**src/rtl/ks_pkg.sv**
```systemverilog
// Shared helpers for the pipelined Kogge-Stone adder: sizing functions,
// level-to-stage mapping and the two 1-bit prefix cells.
package ks_pkg;

    // Ceiling log2 for n >= 1 (number of prefix levels).
    function automatic int unsigned ks_clog2(input int unsigned n);
        int unsigned r;
        r = 0;
        for (int unsigned i = 0; i < 32; i++) begin
            if ((64'd1 << i) < 64'(n)) r = i + 1;
        end
        return r;
    endfunction

    // Register stages: the conditioning stage plus one per group of lps levels.
    function automatic int unsigned ks_num_stages(input int unsigned l, input int unsigned lps);
        return (l + lps - 1) / lps + 1;
    endfunction

    // Register stage whose input cone evaluates prefix level k.
    function automatic int unsigned ks_level_stage(input int unsigned k, input int unsigned lps);
        return k / lps + 1;
    endfunction

    // Generate/propagate cell, returns {g, p}.
    function automatic logic [1:0] ks_pg(input logic a, input logic b);
        return {a & b, a ^ b};
    endfunction

    // Black prefix cell, returns {g, p} of the combined span.
    function automatic logic [1:0] ks_black(input logic g_hi, input logic p_hi,
                                            input logic g_lo, input logic p_lo);
        return {g_hi | (p_hi & g_lo), p_hi & p_lo};
    endfunction

endpackage

```
**src/rtl/ks_adder_pipe_stage_reg.sv**
```systemverilog
// One pipeline slice: valid bit plus data register with load/hold control.
module ks_stage_reg #(
    parameter int unsigned DW = 8
) (
    input  logic          clk,
    input  logic          rst_n,
    input  logic          load,
    input  logic          valid_in,
    input  logic [DW-1:0] data_in,
    output logic          valid,
    output logic [DW-1:0] data
);

    logic          valid_q;
    logic [DW-1:0] data_q;

    // Take the upstream beat (or bubble) when allowed to advance; data only moves
    // with a real beat so held results stay put.
    always_ff @(posedge clk or negedge rst_n) begin
        if (!rst_n) begin
            valid_q <= 1'b0;
            data_q  <= '0;
        end else if (load) begin
            valid_q <= valid_in;
            if (valid_in) data_q <= data_in;
        end
    end

    assign valid = valid_q;
    assign data  = data_q;

endmodule

```
**src/rtl/ks_adder_pipe.sv**
```systemverilog
// Parametrised pipelined Kogge-Stone adder/subtractor with valid/ready flow.
module ks_adder_pipe
    import ks_pkg::*;
#(
    parameter int unsigned WIDTH = 32,
    parameter int unsigned LPS   = 2
) (
    input  logic             clk,
    input  logic             rst_n,
    input  logic             in_valid,
    output logic             in_ready,
    input  logic [WIDTH-1:0] a,
    input  logic [WIDTH-1:0] b,
    input  logic             cin,
    input  logic             sub,
    output logic             out_valid,
    input  logic             out_ready,
    output logic [WIDTH-1:0] sum,
    output logic             cout,
    output logic             ovf
);

    localparam int unsigned L  = ks_clog2(WIDTH);
    localparam int unsigned D  = ks_num_stages(L, LPS);
    // Stage word: {b_msb, a_msb, c_eff, g, p_prefix, p_bitwise}
    localparam int unsigned DW = 3 * WIDTH + 3;
    localparam int unsigned PP = WIDTH;
    localparam int unsigned GO = 2 * WIDTH;
    localparam int unsigned CO = 3 * WIDTH;
    localparam int unsigned AM = 3 * WIDTH + 1;
    localparam int unsigned BM = 3 * WIDTH + 2;

    logic [DW-1:0] stage_q [D];
    logic [D-1:0]  stage_v;
    logic [D-1:0]  stage_vin;
    logic [D-1:0]  stage_load;

    assign stage_vin = {stage_v[D-2:0], in_valid};

    // Back-pressure chain: a stage advances when empty or when its successor advances.
    always_comb begin
        logic ld;
        ld = !stage_v[D-1] || out_ready;
        stage_load[D-1] = ld;
        for (int i = int'(D) - 2; i >= 0; i--) begin
            ld = !stage_v[i] || ld;
            stage_load[i] = ld;
        end
    end

    assign in_ready = stage_load[0];

    for (genvar s = 0; s < int'(D); s++) begin : g_stage
        logic [DW-1:0] d_in;

        if (s == 0) begin : g_cond
            // Operand conditioning and bitwise P/G with carry-in folded into bit 0.
            always_comb begin
                logic [WIDTH-1:0] b_eff, p, g;
                logic             c_eff;
                b_eff = sub ? ~b : b;
                c_eff = sub ? ~cin : cin;
                p = '0;
                g = '0;
                for (int unsigned i = 0; i < WIDTH; i++) begin
                    {g[i], p[i]} = ks_pg(a[i], b_eff[i]);
                end
                g[0] = g[0] | (p[0] & c_eff);
                d_in = {b_eff[WIDTH-1], a[WIDTH-1], c_eff, g, p, p};
            end
        end else begin : g_pref
            // Prefix levels mapped to this stage; low bits of each level pass through.
            always_comb begin
                logic [WIDTH-1:0] p, g, p_n, g_n;
                p   = stage_q[s-1][PP +: WIDTH];
                g   = stage_q[s-1][GO +: WIDTH];
                p_n = '0;
                g_n = '0;
                for (int unsigned k = 0; k < L; k++) begin
                    if (ks_level_stage(k, LPS) == s) begin
                        p_n = p;
                        g_n = g;
                        for (int unsigned i = (1 << k); i < WIDTH; i++) begin
                            {g_n[i], p_n[i]} = ks_black(g[i], p[i],
                                                        g[i - (1 << k)], p[i - (1 << k)]);
                        end
                        p = p_n;
                        g = g_n;
                    end
                end
                d_in = stage_q[s-1];
                d_in[PP +: WIDTH] = p;
                d_in[GO +: WIDTH] = g;
            end
        end

        ks_stage_reg #(
            .DW(DW)
        ) u_reg (
            .clk     (clk),
            .rst_n   (rst_n),
            .load    (stage_load[s]),
            .valid_in(stage_vin[s]),
            .data_in (d_in),
            .valid   (stage_v[s]),
            .data    (stage_q[s])
        );
    end

    logic [DW-1:0]    last;
    logic [WIDTH-1:0] gpref;
    logic             unused_ppref;

    assign last         = stage_q[D-1];
    assign gpref        = last[GO +: WIDTH];
    assign unused_ppref = ^last[PP +: WIDTH];

    // Final sum and flags straight off the last register.
    always_comb begin
        sum       = last[WIDTH-1:0] ^ {gpref[WIDTH-2:0], last[CO]};
        cout      = gpref[WIDTH-1];
        ovf       = (last[AM] == last[BM]) && (sum[WIDTH-1] != last[AM]);
        out_valid = stage_v[D-1];
    end

endmodule

```
**config.mk**
```make
export PLATFORM = sky130hd
export DESIGN_NAME = ks_adder_pipe
export DESIGN_NICKNAME = d
export VERILOG_FILES = /design/src/rtl/ks_pkg.sv /design/src/rtl/ks_adder_pipe_stage_reg.sv /design/src/rtl/ks_adder_pipe.sv
export SDC_FILE = /design/constraint.sdc
export NUM_CORES = 1
export LEC_CHECK = 0
export CAP_MARGIN = 20
export CORE_ASPECT_RATIO = 0.9
export CORE_MARGIN = 1
export CORE_UTILIZATION = 55
export CTS_CLUSTER_SIZE = 28
export DETAILED_ROUTE_END_ITERATION = 10
export DONT_BUFFER_PORTS = 1
export PLACE_DENSITY = 0.81
export SYNTH_ARGS = -nofsm -noshare
export SYNTH_HDL_FRONTEND = slang
export SYNTH_HIERARCHICAL = 1
export SYNTH_SLANG_ARGS = --single-unit
```
**constraint.sdc**
```tcl
create_clock -name clk -period 2.1 [get_ports clk]
set_input_delay 0.315 -clock clk [delete_from_list [all_inputs] [get_ports clk]]
set_output_delay 0.315 -clock clk [all_outputs]
set_load 0.01 [all_outputs]
```
==> qor.yml <==
cts_buffer_depth: 3
numClockSinks: 347
grt_max_degree: 348
first_pass_iters: 4
drt_iter0_drc: 606
hold_slack_ns: -0.489
core.rowCount: 57
cts_resized: 0
cp.required_ns: 2.49
track_usage_pct: 21.9
setup_viol: 0
drt-total-wl_mm: 30.2
final_max_slew_viol_count: 0
status: "finished, violations left"
grt_antenna_before_repair: 0
placed_area_um2: 15400
finalHoldViolations: 347
cts_max_level: 2
via_per_inst: 5.73
dpl.hpwl_mm: 20.7
violations: "negative hold slack"
yosysWarnings: 6
syn_to_final_growth_pct: 7.99
design_area_um2: 16500
portBuffers: 0
finalNonFillerCells: 1475
routedWlPerCell_um: 20.5
tritoncts: "done"
place.gp.congestion: 0.813
drtAntennaViolNets: 0
die_w_um: 178
power_leakage_nw: 7.44
setup.worst_path.start_class: "flop"
p_sw_mw: 6.48
grt_overflow: 0
die_h_um: 160
p_comb_share_pct: 23.3
insertedDiodeCount: 0
nets: 1201
routed-via-count: 8454
ir_drop_mv: 0.815
cpMaxStageDelayCell: "dfrtp_1"
p_seq_share_pct: 48.9
finalSetupTns_ns: 0
worst_pin_slew_ns: 0.732
dp_cells: 1415
p_int_mw: 15.0
io_pins: 106
clkPwrFrac_pct: 27.8
utilization_pct: 60.9
cellPowerDensity_nw_per_um2: 1300
drc_errors: 0
rsz0062_at_grt: "false"
cts_setup_buffers: 0
slew-limit-headroom_pct: 51.2
finalClockSkew_ns: 0.0125
max_freq_mhz: 510
clkTransAtPathRegs_ns: 0.06
hold_path_class: "in2async"
period_share_pct: 93.4
first_global_vias: 8899
grt_pass1_wl_mm: 48.4
syn_nets: 1188
cpPeakStageDelay_ns: 0.41
clk_latency_ns: 0.51
timing.max_cap.violations: 0
finalCriticalPeriod_ns: 1.96
sw_frac_of_total_pct: 30.1
die_area_um2: 28500
syn_inst: 1086
end_kind: "flop"
worstPathArrival_ns: 2.35
avgSynthCellArea_um2: 14.1
syn_area_um2: 15300
crit_chain: "nor2b_1 -> nand3_1 -> nand2_4 -> buf_12 -> mux2_2"
clock-root-buffer: "clkbuf_16"
cts_buffers: 35
worst-path-max-fanout: 26
initial_core_util_pct: 56.4
worstSetupPathType: "reg2reg"
core_area_um2: 27200
hold_buffers: 1
layout-drive-gt1-share_pct: 36.9
[stage by stage]
stage                     total power [mW]  setup slack [ns]
final                                 21.5             0.138
after global routing                  22.6            0.0449
after CTS                             21.7             0.129
after detailed placement              15.6             0.169
after global placement                15.3             0.255
after floorplan                       14.1             0.355
[final timing paths]
check,startpoint,endpoint,slack [ns],depth (start not counted)
max,g_stage[3].u_reg/valid$_DFFE_PN0P_,g_stage[1].u_reg/data[21]$_DFFE_PN0P_,0.14,5
min,rst_n,g_stage[3].u_reg/data[83]$_DFFE_PN0P_,-0.49,0
max reg2reg,g_stage[3].u_reg/valid$_DFFE_PN0P_,g_stage[1].u_reg/data[21]$_DFFE_PN0P_,0.14,5
min reg2reg,g_stage[2].u_reg/data[98]$_DFFE_PN0P_,g_stage[3].u_reg/data[98]$_DFFE_PN0P_,0.50,1
max in group asynchronous,rst_n,g_stage[1].u_reg/data[6]$_DFFE_PN0P_,1.97,0
min in group clk,a[9],g_stage[0].u_reg/data[73]$_DFFE_PN0P_,0.09,2
[layout by cell type (no fill, tap or decap)]
| cell type | count |
|---|---|
| xor2_1 | 64 |
| a21o_1 | 17 |
| inv_1 | 10 |
| xor2_2 | 1 |
| o21ai_0 | 53 |
| nand4_1 | 1 |
| nand2_4 | 4 |
| dlygate4sd3_1 | 1 |
| clkinv_2 | 4 |
| buf_12 | 9 |
| mux2_2 | 343 |
| mux2i_1 | 1 |
| or2_2 | 1 |
| nand2_1 | 61 |
| clkbuf_16 | 37 |
| nor2b_1 | 1 |
| nor2_1 | 44 |
| bufinv_16 | 1 |
| clkinvlp_4 | 1 |
| clkbuf_1 | 10 |
| buf_4 | 7 |
| nand3_1 | 6 |
| ha_1 | 32 |
| dfrtp_1 | 347 |
| clkbuf_8 | 6 |
| a21oi_1 | 59 |
[final cells by class]
class,instances,area (um2)
Clock inverter,6,57.6
Inverter,10,37.5
Multi-Input combinational cell,688,6030
Sequential cell,347,8680
Clock buffer,53,1050
Timing Repair Buffer,17,243
Fill cell,2018,10600
Tap cell,354,443
[metal layers]
layer / global-route usage, % / wire length [um] / vias up
met5: 0 / 0 / -
met4: 5.40 / 566 / 0
met3: 4.33 / 1680 / 46
met2: 34.7 / 14200 / 191
met1: 31.1 / 13800 / 4385
li1: - / - / 3832
[state kept, by name, indices dropped and copies added, names as in the netlist]
register,cells
g_stage.u_reg/data,343
g_stage.u_reg/valid,4
[power by group through the flow]
stage | combinational, mW | sequential, mW | clock [mW]
floorplan | 4.15 | 9.92 | 0
global placement | 4.81 | 10.5 | 0
detailed placement | 5.01 | 10.6 | 0
CTS | 5.06 | 10.5 | 6.12
global route | 5.48 | 10.8 | 6.37
finish | 5.01 | 10.5 | 5.99
[worst max-delay path: cells and delay by family, from the launching register on]
family	cells	cell delay (ns)
buffers and inverters	1	0.24
multiplexers	1	0.36
flip-flops	1	0.41
AND/OR/NAND/NOR	3	0.81
(Power assumes the default switching activity.)
